[src/rtl/fifo_rd_stream.sv]
// Read-side adapter for an async FIFO: issues reads on credit and hides the FIFO read latency behind a small skid buffer.
// Optional macro FIFO_RD_STREAM_CNT_EN adds the word_cnt transfer counter and the sticky ovf_err flag.
module fifo_rd_stream #(
  parameter int DATA_WIDTH = 8,
  parameter int RD_LATENCY = 1
) (
  input  logic                  rd_clk,
  input  logic                  rd_rst,
  input  logic                  fifo_rd_empty,
  input  logic [DATA_WIDTH-1:0] fifo_rd_data,
  output logic                  fifo_rd_en,
  output logic                  m_valid,
  output logic [DATA_WIDTH-1:0] m_data,
  input  logic                  m_ready,
  output logic                  busy
`ifdef FIFO_RD_STREAM_CNT_EN
  ,
  output logic [31:0]           word_cnt,
  output logic                  ovf_err
`endif
);

  localparam int BUF_DEPTH = RD_LATENCY + 1;
  localparam int OW = $clog2(BUF_DEPTH + 1);
  localparam int PW = (BUF_DEPTH > 1) ? $clog2(BUF_DEPTH) : 1;
  localparam int CW = OW + 2;

  logic [RD_LATENCY-1:0] r_issue;
  logic [DATA_WIDTH-1:0] r_buf [BUF_DEPTH];
  logic [PW-1:0]         r_wr_ptr;
  logic [PW-1:0]         r_rd_ptr;
  logic [OW-1:0]         r_occ;
  logic [CW-1:0]         w_inflight;
  logic [CW-1:0]         w_credit;
  logic                  w_capture;
  logic                  w_pop;
  logic                  w_rd_en;

  function automatic logic [PW-1:0] f_inc(input logic [PW-1:0] p);
    return (p == PW'(BUF_DEPTH - 1)) ? '0 : p + 1'b1;
  endfunction

  always_comb begin
    w_inflight = '0;
    for (int i = 0; i < RD_LATENCY; i++) begin
      w_inflight = w_inflight + CW'(r_issue[i]);
    end
  end

  // Stream handshake: a word moves when m_valid && m_ready on a rising edge;
  // m_valid never drops and m_data never changes while the word is unaccepted.
  assign w_pop     = m_valid && m_ready;
  assign w_capture = r_issue[RD_LATENCY-1];
  // Credit counts buffered plus in-flight words, freeing the slot popped this cycle.
  assign w_credit  = CW'(r_occ) + w_inflight - (w_pop ? CW'(1) : CW'(0));
  assign w_rd_en   = !rd_rst && !fifo_rd_empty && (w_credit < CW'(BUF_DEPTH));

  assign fifo_rd_en = w_rd_en;
  assign m_valid    = (r_occ != '0);
  assign m_data     = r_buf[r_rd_ptr];
  assign busy       = m_valid || (w_inflight != '0);

  always_ff @(posedge rd_clk or posedge rd_rst) begin
    if (rd_rst) begin
      r_issue  <= '0;
      r_wr_ptr <= '0;
      r_rd_ptr <= '0;
      r_occ    <= '0;
      for (int i = 0; i < BUF_DEPTH; i++) begin
        r_buf[i] <= '0;
      end
    end else begin
      r_issue[0] <= w_rd_en;
      for (int i = 1; i < RD_LATENCY; i++) begin
        r_issue[i] <= r_issue[i-1];
      end
      if (w_capture) begin
        r_buf[r_wr_ptr] <= fifo_rd_data;
        r_wr_ptr        <= f_inc(r_wr_ptr);
      end
      if (w_pop) begin
        r_rd_ptr <= f_inc(r_rd_ptr);
      end
      case ({w_capture, w_pop})
        2'b10:   r_occ <= r_occ + 1'b1;
        2'b01:   r_occ <= r_occ - 1'b1;
        default: r_occ <= r_occ;
      endcase
    end
  end

  always_ff @(posedge rd_clk) begin
    if (!rd_rst) begin
      assert (!(w_capture && (r_occ == OW'(BUF_DEPTH))));
    end
  end

`ifdef FIFO_RD_STREAM_CNT_EN
  logic [31:0] r_word_cnt;
  logic        r_ovf_err;

  always_ff @(posedge rd_clk or posedge rd_rst) begin
    if (rd_rst) begin
      r_word_cnt <= '0;
      r_ovf_err  <= 1'b0;
    end else begin
      if (w_pop) begin
        r_word_cnt <= r_word_cnt + 32'd1;
      end
      if (w_capture && (r_occ == OW'(BUF_DEPTH))) begin
        r_ovf_err <= 1'b1;
      end
    end
  end

  assign word_cnt = r_word_cnt;
  assign ovf_err  = r_ovf_err;
`endif

endmodule

[config.mk]
export PLATFORM = sky130hd
export DESIGN_NAME = fifo_rd_stream
export DESIGN_NICKNAME = d
export VERILOG_FILES = /design/src/rtl/fifo_rd_stream.sv
export SDC_FILE = /design/constraint.sdc
export NUM_CORES = 1
export LEC_CHECK = 0
export BUFFER_PORTS_ARGS = -buffer_cell sky130_fd_sc_hd__buf_2
export CAP_MARGIN = 30
export CORE_AREA = 10 10 56 58
export CTS_CLUSTER_DIAMETER = 200
export CTS_CLUSTER_SIZE = 30
export DETAILED_ROUTE_END_ITERATION = 16
export DIE_AREA = 0 0 66 68
export PLACE_DENSITY = 0.72
export SLEW_MARGIN = 20
export SYNTH_ARGS = -nofsm -noshare
export SYNTH_HDL_FRONTEND = slang
export SYNTH_SLANG_ARGS = --single-unit
[constraint.sdc]
create_clock -name rd_clk -period 2.1 [get_ports rd_clk]
set_clock_uncertainty 0.05 [all_clocks]
set_input_delay 0.42 -clock rd_clk [delete_from_list [all_inputs] [get_ports rd_clk]]
set_output_delay 0.42 -clock rd_clk [all_outputs]
set_load 0.02 [all_outputs]
==> summary.md <==
| Metric | Value |
|---|---|
| Run status | complete, but fails checks |
| Violated checks | negative setup slack |
| Number of flip-flops and latches in the synthesized netlist | 21 |
| Number of H-tree levels | 1 |
| Startpoint types | register |
| Number of detailed-route iterations in the first pass | 4 |
| Area of the mapped netlist | around 1000 sq um |
| Synthesized Nets | a little over 80 |
| Top fanout value on the critical path | 2 |
| Vias in the first global route | about 720 |
| Buffer cell driving the clock tree root | clkbuf_4 |
| Routed wirelength normalized by instance count | 14.98 microns |
| Final weighted congestion in routability-driven placement | 0.6733 |
| ANT cells | 0 |
| Die width | ~66 microns |
| Total detailed-routing wirelength | 1947 microns |
| Number of clock sinks | 21 |
| Skew-Pair Late Insertion Delay | 290 ps |
| Area added between synthesis and finish | 25.47% |
| Count of antenna-violating nets left after detailed routing | 0 |
| Initial Util | 0.4736 |
| Total chip power | 1779 uW |
| Cells on worst reg2reg path | 4 |
| Port Buf Inserts | 22 |
| Gate Count Post-Synth | a little under 70 |
| Instance area after placement | 0.001190 sq mm |
| Synth cell types | 23 |
| Detailed-route DRC error count | 0 |
| Via count normalized by instance count | 5.008 |
| Number of setup violations in the final report | 1 |
| Hold violation total from the final report | 0 |
| Most used DFF post-synth | dfrtp_1 |
| Initial drt markers | 21 |
| Total routing usage reported by global routing | 0.09393 |
| Syn Area/Cell | 14.45 sq um |
| Layout cells sized above 1 | 0.6471 |
| Leakage component of the power | 0.0006186 uW |
| Final Cell Area | 0.001251 sq mm |
| Standard-cell row count | 17 |
| Share of the yosys chip area belonging to registers | 0.5270 |
| Total overflow reported by the global router | 0 |
| Slack of the worst reg-to-reg path | 480 ps |
| RSZ-0062 raised after global routing | yes |
| Clock buffers created by TritonCTS | 3 |
| Number of warnings issued by yosys | 0 |
| HPWL reported at the end of detailed placement | 1409 microns |
| Slew of the pin with the lowest slew margin | 413.8 ps |
| Power density normalized to cell area | 1422 mW/mm^2 |
| Maximum clock frequency | about 400 MHz |
| Global-route wire length before repair | 3332 microns |
| Net count, final | 116 |
| Die Outline Area | between 0.004 and 0.005 sq mm |
| Filler-free cell count of the finished design | 130 |
| Type of the worst setup path | register to output port |
| Async SR Flop Fraction | 1.000 |
| Peak VDD IR | 0.0006114 V |
| Worst reg2reg endpoint | r_issue |
| Number of top-level pins | 23 |
| Crit path time final | ~2400 ps |
| Critical Path Start | r_occ[0] |
| Timing endpoint of the critical path | fifo_rd_en |
| CP required | 1630 ps |
| Number of antenna violations at the first check in global routing | 0 |
| Area of the placeable core | 0.002106 sq mm |
| Kind of end point of the critical path | output port |
| Max-cap violations | 0 |
| Headroom to the max-slew limit | 0.7241 |
| Post-Place Cells | 123 |
| Largest net degree at the start of global routing | 22 |
| Final cycle utilization of the critical path | 1.160 |
| Final setup slack of the worst path | -335.4 ps |
| Startpoint of the most critical register-to-register path | r_occ[0] |
| Kind of path behind the tightest hold check | input port to asynchronous set/reset pin |
| Floorplan die height | between 60 and 70 microns |
| Arrival time of data at the critical path endpoint | 1970 ps |
| Slew Viols, Final | 0 |
| Bufs on Longest Clock Path | 2 |
| Clock-pin slew reported for the worst setup and hold paths after clock tree synthesis | 110 ps |
| Detailed-route via count | 651 |
| Hold-fix buffers, CTS | 0 |
| EDFF count, synth | 0 |
| TritonCTS clock tree | done |
layout by cell type (no fill, tap or decap), drive strengths merged:
cell    synthesis  routed
a21oi           2       2
buf             2      31
clkbuf          0       4
dfrtp          21      21
fa              1       1
inv             3       3
mux2           24      24
nand2           2       2
nand2b          2       2
nand3           1       1
nand3b          1       1
nand4b          1       1
nor2b           1       1
nor4            1       1
o211a           1       1
o21ai           1       1
or2             1       1
or3             1       1
xnor2           2       2
xor2            1       1
synth_stat cells, types with 2 or more instances:
library cell	instances	share of area
dfrtp_1	21	0.53
mux2_4	8	0.12
inv_1	3	0.011
mux2_2	16	0.18
xnor2_1	2	0.018
a21oi_1	2	0.010
critical path, stage by stage, from the launching register on:
cell and delay, ps:
dfrtp_1 390, nand3b_1 200, a21oi_2 180, fa_2 480, nor4_4 230, buf_4 180
state kept, by name, summed over array words and instances, names as in the netlist:
| name | count |
|---|---|
| r_buf | 16 |
| r_issue | 1 |
| r_occ | 2 |
| r_rd_ptr | 1 |
| r_wr_ptr | 1 |
cells by family (layout without fill, tap and decap cells):
kind of cell / count (synthesis) / after routing / synth area share
AOI/OAI and AO/OA: 4 / 4 / 0.02509
xor gates and xnor gates: 3 / 3 / 0.02635
DFF: 21 / 21 / 0.5270
and+or+nand+nor: 11 / 11 / 0.07279
buffers and inverters: 5 / 38 / 0.02760
muxes: 24 / 24 / 0.3011
adders and majority gates: 1 / 1 / 0.02008
power breakdown:
| part | internal, uW | total [uW] | switching, uW | leakage [uW] |
|---|---|---|---|---|
| clock network | 73.8 | 189 | 115 | 0.0000150 |
| registers | 592 | 720 | 129 | 0.000249 |
| logic | 473 | 870 | 397 | 0.000354 |
through the flow:
stage | utilization | hold WS (ps) | setup slack (ps) | setup TNS (ps)
2_1_floorplan | - | 346.5 | -52.91 | -52.91
3_3_place_gp | 0.5651 | 430.8 | -201.5 | -201.5
3_5_place_dp | 0.5651 | 438.8 | -225.3 | -225.3
4_1_cts | 0.5906 | 108.6 | -349.9 | -349.9
5_1_grt | 0.5942 | 131.1 | -423.2 | -423.7
6_report | 0.5942 | 115.8 | -335.4 | -335.4
timing repair:
item                                    4_1_cts  5_1_grt
endpoints found under the setup margin        1        1
gates resized for setup                       3        0
buffers inserted                              2        1
hold endpoints to repair                      0        0
pin swaps                                     3        1
worst min path at each step:
stage,start,to,depth (start not counted)
3_3_place_gp,r_buf[5],r_buf[5],1
4_1_cts,rd_rst,r_occ[0],3
3_5_place_dp,r_buf[7],r_buf[7],1
6_report,rd_rst,r_occ[0],3
2_1_floorplan,rd_rst,r_buf[0],1
5_1_grt,rd_rst,r_buf[7],3
layer usage:
layer | global-route usage | vias up | routed length [microns]
met1 | 0.1069 | 322 | 821
met2 | 0.1534 | 20 | 959
met5 | 0 | - | 0
met3 | 0.03426 | 4 | 135
met4 | 0.04712 | 0 | 31
li1 | - | 305 | -
area by class of cell:
cell class / count / area, sq um
Tap cell: 28 / 35.03
Sequential cell: 21 / 525.5
Inverter: 3 / 11.26
Fill cell: 164 / 854.6
Timing Repair Buffer: 31 / 180.2
Multi-Input combinational cell: 43 / 473.0
Clock buffer: 4 / 26.28
Power figures use the tool's default switching activity.
